$ cat src/rtl/flash_reader.sv
`timescale 1ns/1ps
// flash_reader: Wishbone master toward an SPI master that issues a flash READ (0x03),
// a 24-bit address, then streams the returned bytes out on a valid/ready port.
module flash_reader (
  input  logic        CLK_I,
  input  logic        RST_I,
  input  logic        start,
  input  logic [23:0] addr,
  input  logic [15:0] len,
  output logic        busy,
  output logic        done,
  output logic        err,
  output logic        CYC_O,
  output logic        STB_O,
  output logic        WE_O,
  output logic [7:0]  DAT_O,
  input  logic [7:0]  DAT_I,
  input  logic        ACK_I,
  output logic [7:0]  out_data,
  output logic        out_valid,
  input  logic        out_ready
);

  // state | meaning
  // IDLE  | waiting for start
  // CMD   | writing read opcode 0x03
  // A2    | writing addr[23:16]
  // A1    | writing addr[15:8]
  // A0    | writing addr[7:0]
  // READ  | strobing a dummy byte to clock in one data byte
  // HOLD  | presenting the byte on the stream until taken
  // FIN   | done pulse, chip-select released
  typedef enum logic [2:0] {
    S_IDLE = 3'd0,
    S_CMD  = 3'd1,
    S_A2   = 3'd2,
    S_A1   = 3'd3,
    S_A0   = 3'd4,
    S_READ = 3'd5,
    S_HOLD = 3'd6,
    S_FIN  = 3'd7
  } state_t;

  state_t      r_state;
  state_t      w_next;
  logic [23:0] r_addr;
  logic [15:0] r_remain;
  logic [7:0]  r_wdog;
  logic [7:0]  r_out_data;
  logic        r_err;

  logic        w_cyc;
  logic        w_stb;
  logic        w_we;
  logic [7:0]  w_dat;
  logic        w_ack;
  logic        w_timeout;

  // ACK_I only counts while strobing; the watchdog aborts on the edge it would hit 255
  assign w_ack     = w_stb & ACK_I;
  assign w_timeout = w_stb & ~ACK_I & (r_wdog == 8'hFE);

  always_ff @(posedge CLK_I or negedge RST_I) begin
    if (!RST_I) begin
      r_state <= S_IDLE;
    end else begin
      r_state <= w_next;
    end
  end

  always_comb begin
    w_next = r_state;
    case (r_state)
      S_IDLE: begin
        if (start) begin
          w_next = (len == 16'd0) ? S_FIN : S_CMD;
        end
      end
      S_CMD: begin
        if (w_timeout)  w_next = S_IDLE;
        else if (w_ack) w_next = S_A2;
      end
      S_A2: begin
        if (w_timeout)  w_next = S_IDLE;
        else if (w_ack) w_next = S_A1;
      end
      S_A1: begin
        if (w_timeout)  w_next = S_IDLE;
        else if (w_ack) w_next = S_A0;
      end
      S_A0: begin
        if (w_timeout)  w_next = S_IDLE;
        else if (w_ack) w_next = S_READ;
      end
      S_READ: begin
        if (w_timeout)  w_next = S_IDLE;
        else if (w_ack) w_next = S_HOLD;
      end
      S_HOLD: begin
        if (out_ready) begin
          w_next = (r_remain != 16'd0) ? S_READ : S_FIN;
        end
      end
      S_FIN:   w_next = S_IDLE;
      default: w_next = S_IDLE;
    endcase
  end

  always_comb begin
    w_cyc = 1'b0;
    w_stb = 1'b0;
    w_we  = 1'b0;
    w_dat = 8'h00;
    case (r_state)
      S_CMD: begin
        w_cyc = 1'b1; w_stb = 1'b1; w_we = 1'b1; w_dat = 8'h03;
      end
      S_A2: begin
        w_cyc = 1'b1; w_stb = 1'b1; w_we = 1'b1; w_dat = r_addr[23:16];
      end
      S_A1: begin
        w_cyc = 1'b1; w_stb = 1'b1; w_we = 1'b1; w_dat = r_addr[15:8];
      end
      S_A0: begin
        w_cyc = 1'b1; w_stb = 1'b1; w_we = 1'b1; w_dat = r_addr[7:0];
      end
      S_READ: begin
        w_cyc = 1'b1; w_stb = 1'b1;
      end
      S_HOLD: begin
        w_cyc = 1'b1;
      end
      default: begin
        w_cyc = 1'b0;
      end
    endcase
  end

  always_ff @(posedge CLK_I or negedge RST_I) begin
    if (!RST_I) begin
      r_addr     <= 24'd0;
      r_remain   <= 16'd0;
      r_wdog     <= 8'd0;
      r_out_data <= 8'd0;
      r_err      <= 1'b0;
    end else begin
      r_err <= w_timeout;
      if (r_state == S_IDLE && start && len != 16'd0) begin
        r_addr   <= addr;
        r_remain <= len;
      end
      if (r_state == S_READ && w_ack) begin
        r_out_data <= DAT_I;
        r_remain   <= r_remain - 16'd1;
      end
      // strobe low covers both the clear-on-assert and the idle cases
      if (!w_stb || ACK_I) begin
        r_wdog <= 8'd0;
      end else begin
        r_wdog <= r_wdog + 8'd1;
      end
    end
  end

  assign CYC_O     = w_cyc;
  assign STB_O     = w_stb;
  assign WE_O      = w_we;
  assign DAT_O     = w_dat;
  assign busy      = (r_state != S_IDLE);
  assign done      = (r_state == S_FIN);
  assign err       = r_err;
  assign out_valid = (r_state == S_HOLD);
  assign out_data  = r_out_data;

endmodule

$ cat config.mk
export PLATFORM = sky130hd
export DESIGN_NAME = flash_reader
export DESIGN_NICKNAME = d
export VERILOG_FILES = /design/src/rtl/flash_reader.sv
export SDC_FILE = /design/constraint.sdc
export NUM_CORES = 1
export LEC_CHECK = 0
export CAP_MARGIN = 30
export CORE_ASPECT_RATIO = 0.9
export CORE_MARGIN = 4
export CORE_UTILIZATION = 50
export CTS_CLUSTER_SIZE = 10
export DETAILED_ROUTE_END_ITERATION = 8
export DONT_BUFFER_PORTS = 1
export PLACE_DENSITY = 0.68
export SLEW_MARGIN = 10
export SYNTH_ARGS = -nofsm -noshare
export SYNTH_HDL_FRONTEND = slang
export SYNTH_SLANG_ARGS = --single-unit
$ cat constraint.sdc
create_clock -name CLK_I -period 4.4 [get_ports CLK_I]
set_input_delay 0.88 -clock CLK_I [delete_from_list [all_inputs] [get_ports CLK_I]]
set_output_delay 0.88 -clock CLK_I [all_outputs]
set_load 0.02 [all_outputs]
==> metrics.md, run 1 <==
| Metric | Value |
|---|---|
| WS Path Type | reg2out |
| CTS Buffer Depth | 2 |
| Initial core utilization | 52.24% |
| Synth Net Count | 400 |
| Unrepaired setup endpoints after global routing | no |
| Max VDD drop | just over 0.0003 V |
| Worst-skew pair later-pin latency | 0.34 ns |
| Root Driver | clkbuf_8 |
| Clk pin slew, worst setup/hold paths | approximately 0.070 ns |
| Leakage power | 1.499 nW |
| # Post-CTS Setup Buffers | 0 |
| Main synth FF type | dfrtp_1 |
| Critical Path AT | 2.33 ns |
| Slew Limit Fails | 0 |
| Port bufs | 0 |
| Critical Path End Type | output pin |
| Final worst path period need | between 3 and 4 ns |
| Mapped Cells | 343 |
| Synth area leader | dfrtp_1 |
| Final setup violation count | 0 |
| Largest net degree at the start of global routing | 61 |
| Ranking of synthesized cells by area | dfrtp_1, nand2_1, mux2i_1 |
| Routed wire length | 6920 um |
| Period utilization | 72.97% |
| Sw power | 0.0009597 W |
| Post-synth EDFFs | 0 |
| Inserted Diodes | 0 |
| Comb power frac | 33.5% |
| Post-CTS sizing | 0 |
| Tightest Pin Transition | 0.7634 ns |
| Worst path required time | about 3.5 ns |
| GR Util All Layers | 19.83% |
| Status | finished, final reports clean |
| Asr flop ratio synth | 100.0% |
| Share of Yosys cell area claimed by the top area cell type | 49.92% |
| Tot Pwr | 0.002339 W |
| Pint | 0.001380 W |
| Max-cap viol count | 0 |
| Worst Skew | 0.009325 ns |
| Max Fclk | 311.5 MHz |
| 1st-iter DRT viols | 119 |
| Final antenna-violating net count | 0 |
| Syn-to-layout area delta | 8.195% |
| RePlAce Congestion | 0.7647 |
| Seq pwr share | 44.8% |
| Congestion Overflow GR | 0 |
| Startpoint Class | flop |
| DR vias/cell | 5.676 |
| Setup TNS | 0 ns |
| Average size of a mapped cell | 8.769 um2 |
| Share of cells above drive strength 1 | 6.977% |
| H-Tree Depth | 3 |
| Yosys cell types | 49 |
| CTS tree | built |
| Min-Delay Path Class | in2async |
| Initial antenna violation count | 0 |
| DRC viols | 0 |
| Hpwl dp | 4813 um |
| Cell Area, Synth | 3008 um2 |
| DRT Pass-1 Iters | 4 |
| Clk network pwr share | 21.7% |
| Synth Warn # | 0 |
| Die span in y | ~80 um |
| Core Footprint | 5758 um2 |
| Num CTS Buffers | 9 |
| Wire per inst | 16.71 um |
| Via count | 2350 |
| Clock sink count | 60 |
| Sequential share of the synthesized area | 49.92% |
| Final net count | 397 |
| First-pass GRT wire length | 11340 um |
| Yosys reg bits | 60 |
| Vias in the first global route | around 2300 |
| Crit path max fanout | 21 |
| Top cells by count, synth | nand2_1, dfrtp_1, nor2_1, clkbuf_1, o21ai_0 |
| Die X-Extent | roughly 90 um |
| Worst relative slew slack | between 40% and 50% |
| # rows | 26 |
| Num ports | 76 |
| Die Footprint | 7322 um2 |
| Switch share | 41.02% |
| Fin. Hold Viols | 0 |
| Pwr/cell area | 718.8 nW/um2 |
| CTS Hold Bufs | 0 |
| Most common cell in the netlist | nand2_1 |
[flip-flops by register name, indices dropped and copies added, names as in the netlist]
| signal | cells |
|---|---|
| err | 1 |
| out_data | 8 |
| r_addr | 24 |
| r_remain | 16 |
| r_state | 3 |
| r_wdog | 8 |
[path summary, 6_finish.rpt]
path,cells past startpoint,slack (ns),from,endpoint
min in group CLK_I,2,0.47,r_addr[9],r_addr[9]
max in group asynchronous,0,4.07,RST_I,r_state[1]
setup / recovery,3,1.19,r_state[0],CYC_O
hold reg to reg,2,0.47,r_addr[9],r_addr[9]
setup reg to reg,6,1.89,r_state[0],r_state[1]
hold / removal,0,0.23,RST_I,r_remain[8]
[logic make-up after synthesis]
family	after synthesis	synth area share, %
simple gates	187	28.54
flops	60	49.92
compound gates	53	11.98
buf+inv	23	2.953
xor+xnor	9	2.621
mux	7	2.330
fa+ha+maj	4	1.664
[area by class of cell]
type	count	area, um2
Clock buffer	14	172.7
Multi-Input combinational cell	260	1418
Tap cell	70	87.58
Inverter	6	22.52
Fill cell	534	2504
Clock inverter	1	30.03
Timing Repair Buffer	3	22.52
Sequential cell	60	1501
[metal layers]
layer	vias to the layer above	wire (um)	GRT usage, %
met5	-	0	0
met4	0	61	7.657
met3	6	502	8.425
met2	56	3239	30.71
met1	1112	3115	24.99
li1	1176	-	-
[through the flow]
stage | worst slack [ns] | area (um2) | hold WS [ns] | utilization [%] | instances
after global routing | 1.049 | 3254 | 0.2133 | 56.52 | 414
after floorplan | 2.048 | 3008 | 0.4450 | - | 343
after CTS | 1.205 | 3254 | 0.2168 | 56.52 | 414
final | 1.189 | 3254 | 0.2323 | 56.52 | 414
after detailed placement | 1.581 | 3052 | 0.4631 | 53.00 | 399
after global placement | 1.633 | 3052 | 0.4598 | 53.00 | 399
[cell usage in the layout, fill, tap and decap left out, drive strengths merged, types with 4 or more instances in the layout]
master	instances
a21oi	8
clkbuf	14
dfrtp	60
ha	4
inv	6
mux2i	7
nand2	119
nand3	8
nor2	18
nor3	7
nor4	8
o211ai	5
o21ai	14
xor2	6
[critical path: stages, from the launching register on]
cell      delay, ns
dfrtp_1        0.83
nor3_1         0.25
a21oi_1        0.56
nand2b_1       0.34
[power groups by stage]
stage                     Clock (W)  Sequential [W]  Combinational (W)
after CTS                  0.000523         0.00104           0.000787
after global routing       0.000548         0.00108           0.000894
after global placement            0         0.00105           0.000766
final                      0.000508         0.00105           0.000783
after detailed placement          0         0.00105           0.000786
after floorplan                   0        0.000956           0.000701
Power figures use the tool's default switching activity.
==> run 2, diff against run 1 <==
--- a/config.mk
+++ b/config.mk
@@ -5,6 +5,7 @@
 export SDC_FILE = /design/constraint.sdc
 export NUM_CORES = 1
 export LEC_CHECK = 0
+export ABC_AREA = 1
 export CAP_MARGIN = 30
 export CORE_ASPECT_RATIO = 0.9
 export CORE_MARGIN = 4
@@ -12,7 +13,7 @@
 export CTS_CLUSTER_SIZE = 10
 export DETAILED_ROUTE_END_ITERATION = 8
 export DONT_BUFFER_PORTS = 1
-export PLACE_DENSITY = 0.68
+export PLACE_DENSITY = 0.71
 export SLEW_MARGIN = 10
 export SYNTH_ARGS = -nofsm -noshare
 export SYNTH_HDL_FRONTEND = slang
==> constraint.sdc (replaced) <==
create_clock -name CLK_I -period 2.7 [get_ports CLK_I]
set_input_delay 0.54 -clock CLK_I [delete_from_list [all_inputs] [get_ports CLK_I]]
set_output_delay 0.54 -clock CLK_I [all_outputs]
set_load 0.02 [all_outputs]
==> run 2 against run 1 <==
  * Utilization down 0.16 points
  * Count of clock-buffer cells in the layout down 3
  * Flip-flop and latch count unchanged
  * Via count up 24%
  * Power up 71%
==> metrics.md, run 2 <==
| Metric | Value |
|---|---|
| CTS tree | built |
| Leakage power | 1.785 nW |
| Critical Path End Type | output pin |
| Tot Pwr | approximately 0.004 W |
| Asr flop ratio synth | 100.0% |
| Num ports | between 70 and 80 |
| Worst path required time | 2.16 ns |
| Sequential share of the synthesized area | around 46% |
| Initial antenna violation count | 0 |
| RR Endpoint | r_state[2] |
| DP Area | 3314 um2 |
| Post-synth EDFFs | 0 |
| Worst r2r src | r_state[2] |
| 1st-iter DRT viols | 147 |
| Cell Area, Synth | about 3300 um2 |
| Top reg by flops | r_addr |
| Largest registers | r_addr x24, r_remain x16 |
| DRC viols | 0 |
| R2R depth | 8 |
| Root Driver | clkbuf_8 |
| Max reg flops | 24 |
| Vias in the first global route | 2676 |
| Num CTS Buffers | 9 |
| Filler Cell Count | 629 |
| Final net count | about 500 |
| Synth Net Count | 515 |
| WS Path Type | reg2out |
| Max-cap viol count | 0 |
| H-Tree Depth | 3 |
| Final Cell Area | between 3000 and 4000 um2 |
| CTS Buffer Depth | 2 |
| Die X-Extent | 93.53 um |
| Period utilization | between 90 and 100% |
| Startpoint Class | flop |
| RePlAce Congestion | 0.8295 |
| Flop2flop setup slack | approximately 0.60 ns |
| Unrepaired setup endpoints after global routing | no |
| Setup TNS | 0 ns |
| Mapped Cells | about 460 |
| Main synth FF type | dfrtp_1 |
| Clk pin slew, worst setup/hold paths | 0.08 ns |
| Slew Limit Fails | 0 |
| Via count | 2906 |
| Routed wire length | 7868 um |
| Share of Yosys cell area claimed by the top area cell type | 45.61% |
| First-pass GRT wire length | 13240 um |
| Critical Path AT | 1.99 ns |
| Hpwl dp | 5545 um |
| Max VDD drop | 0.0005213 V |
| Die Footprint | ~8000 um2 |
| Top cells by count, synth | nand2_1, nand3_1, dfrtp_1, nor2_1, inv_1 |
| Core Footprint | 6250 um2 |
| Initial core utilization | 52.67% |
| Pwr/cell area | 1132 nW/um2 |
| Status | finished, final reports clean |
| Syn-to-layout area delta | 6.994% |
| Tightest Pin Transition | about 0.65 ns |
| Most frequent cells in the layout | nand2_1, nand3_1, dfrtp_1 |
| Largest net degree at the start of global routing | between 60 and 70 |
| Worst relative slew slack | 56.02% |
| Final core utilization | 56.36% |
| Die span in y | 84.98 um |
| Wire per inst | 14.33 um |
| Synth area leader | dfrtp_1 |
| Final setup violation count | 0 |
| Worst Skew | between 0.007 and 0.008 ns |
| Port bufs | 0 |
| Min-Delay Path Class | in2async |
| Crit path max fanout | 13 |
| Yosys reg bits | 60 |
| Fin. Hold Viols | 0 |
| Commonest non-fill, non-tap cell in the layout | nand2_1 |
| DR vias/cell | 5.293 |
| GR Util All Layers | between 20% and 30% |
| Congestion Overflow GR | 0 |
| Share of cells above drive strength 1 | approximately 6.7% |
| Final worst path period need | 2.525 ns |
| Average size of a mapped cell | approximately 7.2 um2 |
| Most common cell in the netlist | nand2_1 |
| Ranking of synthesized cells by area | dfrtp_1, nand2_1, nand3_1 |
| Max Fclk | between 300 and 400 MHz |
| DRT Pass-1 Iters | 5 |
| Inserted Diodes | 0 |
| Worst-skew pair later-pin latency | 0.35 ns |
| Synth Warn # | 0 |
| Clock sink count | 60 |
| Yosys cell types | 31 |
| # rows | 27 |
| Final antenna-violating net count | 0 |
run 2: area by class of cell:
class | count | area (um2) | share of cell area (%)
Multi-Input combinational cell | 353 | 1580 | 44.87
Tap cell | 87 | 108.9 | 3.091
Timing Repair Buffer | 2 | 35.03 | 0.9947
Inverter | 31 | 118.9 | 3.375
Clock buffer | 11 | 141.4 | 4.014
Clock inverter | 5 | 36.28 | 1.030
Sequential cell | 60 | 1501 | 42.63
run 2: cells by family (layout without fill, tap and decap cells):
logic type               count (synthesis)  after routing  synth area share [%]
AO/OA/AOI/OAI                           16             16                 2.547
adder cells (fa/ha/maj)                  4              4                 1.520
flip-flops                              60             60                 45.61
AND/OR/NAND/NOR                        329            329                 42.80
buffers and inverters                   45             49                 6.461
XOR/XNOR                                 4              4                 1.064
run 2: worst max-delay path, stage by stage (launching register included):
cell,delay [ns]
dfrtp_1,0.64
inv_1,0.22
nand2_4,0.20
inv_2,0.06
o21ai_0,0.53
run 2: power breakdown:
part	switching, W	leakage [nW]	internal (W)
combinational	0.00109	0.943	0.000479
clock	0.000389	0.0820	0.000359
sequential	0.000398	0.760	0.00127
run 2: per-layer routing:
metal	GRT usage, %	share of wire, %
met1	30.38	46
met2	28.64	42
met3	9.131	11
met4	6.299	1.4
met5	0	0
run 2: how the worst max path moves through the flow:
stage | start | to | slack [ns] | cells past startpoint
after CTS | r_state[2] | CYC_O | 0.17 | 4
after floorplan | r_state[1] | CYC_O | 0.94 | 5
after detailed placement | r_state[2] | CYC_O | 0.56 | 4
after global placement | r_state[2] | CYC_O | 0.62 | 4
after global routing | r_state[2] | DAT_O[0] | 0.04 | 5
final | r_state[2] | CYC_O | 0.17 | 4
run 2: what timing repair did:
action                                 in CTS  in global routing
hold buffers                                1                  0
setup buffers                               0                  0
endpoints found under the hold margin      60                  0
resized for setup                           0                  1
setup endpoints to repair                   0                  1
run 2: per-stage QoR:
stage / hold WS, ns / setup slack (ns) / std cells
after floorplan: 0.2444 / 0.9409 / 458
after global placement: 0.2466 / 0.6183 / 532
after detailed placement: 0.2466 / 0.5608 / 532
after CTS: 0.06335 / 0.1715 / 549
after global routing: 0.05795 / 0.03825 / 549
final: 0.05268 / 0.1749 / 549
==> run 3, diff against run 2 <==
--- a/config.mk
+++ b/config.mk
@@ -5,7 +5,6 @@
 export SDC_FILE = /design/constraint.sdc
 export NUM_CORES = 1
 export LEC_CHECK = 0
-export ABC_AREA = 1
 export CAP_MARGIN = 30
 export CORE_ASPECT_RATIO = 0.9
 export CORE_MARGIN = 4
==> run 3 against run 2 <==
  * Utilization grew 2.2 points
  * Global-route usage shrank 1.2 points
  * Power is essentially flat
  * First-iteration DRC count grew 43%
  * Clock power grew 21%
  * Critical path depth is the same
  * Setup slack gained 0.17 ns
  * Die area shrank 7.9%
  * Clock skew is essentially flat
  * Worst hold slack gained 0.022 ns
  * Non-clock buffer count grew 9
  * Final area shrank 4.3%
==> metrics.md, run 3 (synthesis gave the netlist of run 1 again) <==
| Metric | Value |
|---|---|
| Setup TNS | 0 ns |
| Final worst path period need | 2.355 ns |
| GR Util All Layers | 19.91% |
| Syn-to-layout area delta | 12.02% |
| Period utilization | 87.21% |
| First-pass GRT wire length | 11560 um |
| Worst Path Buf+Inv | 1 |
| Num CTS Buffers | 9 |
| CTS Buffer Depth | 2 |
| Pre-CTS WS | around 0.4 ns |
| DRC viols | 0 |
| Layout Cells excl Fill | around 420 |
| Clock sink count | 60 |
| Top reg by flops | r_addr |
| DP Area | about 3100 um2 |
| Wire per inst | 16.46 um |
| DRT Pass-1 Iters | 4 |
| Initial antenna violation count | 0 |
| Die X-Extent | between 80 and 90 um |
| Placed cells | 406 |
| Max reg flops | 24 |
| Worst Skew | ~0.0073 ns |
| Congestion Overflow GR | 0 |
| Port bufs | 0 |
| Core Footprint | between 5000 and 6000 um2 |
| Pwr/cell area | 1183 nW/um2 |
| Hpwl dp | just under 5000 um |
| Worst relative slew slack | 55.07% |
| Most frequent cells in the layout | nand2_1, dfrtp_1, nor2_1 |
| Largest net degree at the start of global routing | 61 |
| Num ports | 76 |
| Final net count | between 400 and 500 |
| Top Family by Delay on Critical Path | compound AO/OA/AOI/OAI gates |
| Final Cell Area | 3369 um2 |
| Max Fclk | 424.7 MHz |
| Worst path required time | 2.16 ns |
| Tightest Pin Transition | 0.6669 ns |
| DR vias/cell | 5.596 |
| Leakage power | 1.555 nW |
| Final setup violation count | 0 |
| Status | finished, final reports clean |
| Inserted Diodes | 0 |
| Unrepaired setup endpoints after global routing | no |
| # Post-CTS Setup Buffers | 0 |
| Initial core utilization | 52.24% |
| Final setup margin | 0.3453 ns |
| CTS tree | built |
| Crit-path max cell delay | 0.46 ns |
| Critical path's slowest cell | dfrtp_1 |
| Clk pin slew, worst setup/hold paths | 0.07 ns |
| Die span in y | 81.58 um |
| Startpoint Class | flop |
| Commonest non-fill, non-tap cell in the layout | nand2_1 |
| Max VDD drop | roughly 0.00040 V |
| Via count | 2367 |
| CTS Hold Bufs | 1 |
| Routed wire length | 6961 um |
| Largest registers | r_addr x24, r_remain x16 |
| Fin. Hold Viols | 0 |
| Slew Limit Fails | 0 |
| Min-Delay Path Class | in2async |
| Crit path max fanout | 14 |
| Max-cap viol count | 0 |
| Critical Path End Type | output pin |
| WS Path Type | reg2out |
| Final antenna-violating net count | 0 |
| Die Footprint | 7322 um2 |
| # rows | 26 |
| 1st-iter DRT viols | 210 |
| Share of cells above drive strength 1 | 9.915% |
| Root Driver | clkbuf_8 |
| Crit-path cells | buf_4 > nor2b_1 > a21oi_1 > o22ai_1 |
| Post-CTS sizing | 0 |
| Worst-skew pair later-pin latency | 0.33 ns |
| H-Tree Depth | 3 |
| RePlAce Congestion | 0.8131 |
| Critical Path AT | 1.81 ns |
| Vias in the first global route | 2286 |
| Worst hold slack | 0.07488 ns |
## run 3: cell count changes in the layout (fill, tap and decap cells not counted), moves of 5 or more
cell	change
nand2_1	-72
nand3_1	-55
nor2_1	-33
inv_1	-20
buf_4	+8
mux2i_1	+7
nor4_1	+7
o21ai_0	+7
o211ai_1	+5
## run 3: area by class of cell
class / instances / area (um2)
Multi-Input combinational cell: 260 / 1418
Sequential cell: 60 / 1501
Timing Repair Buffer: 11 / 115.1
Clock inverter: 6 / 87.58
Clock buffer: 10 / 137.6
Inverter: 6 / 22.52
Tap cell: 70 / 87.58
Fill cell: 509 / 2389
## run 3: power breakdown
group	switching (W)	internal (W)
clock network	0.000361	0.000543
logic	0.000856	0.000553
registers	0.000404	0.00127
total	0.00162	0.00236
## run 3: worst register-to-register path, delay by kind of cell (launching register included)
family | cells | cell delay [ns]
AND/OR/NAND/NOR | 3 | 1.23
flip-flops | 1 | 0.44
adder cells (fa/ha/maj) | 1 | 0.21
XOR/XNOR | 1 | 0.14
buffers and inverters | 1 | 0.11
AO/OA/AOI/OAI | 1 | 0.10
## run 3: layer usage
layer	wire (um)	global-route usage (%)
met5	0	0
met4	52	6.585
met3	574	8.333
met2	3212	30.26
met1	3121	26.04
## run 3: stage by stage
step                      utilization (%)  total power, W
after global routing                58.52        0.004300
after floorplan                         -        0.002701
after global placement              54.13        0.003029
after detailed placement            54.13        0.003068
final                               58.52        0.003985
after CTS                           58.52        0.004004
## run 3: path summary, 6_finish.rpt
path	from	endpoint	slack [ns]	cells past startpoint
min in group CLK_I	addr[15]	r_addr[15]	0.31	2
max	r_state[0]	DAT_O[0]	0.35	4
max reg2reg	r_remain[0]	r_remain[14]	0.37	7
max in group asynchronous	RST_I	r_wdog[2]	2.38	1
min reg2reg	r_addr[11]	r_addr[11]	0.48	2
min	RST_I	r_remain[5]	0.07	1
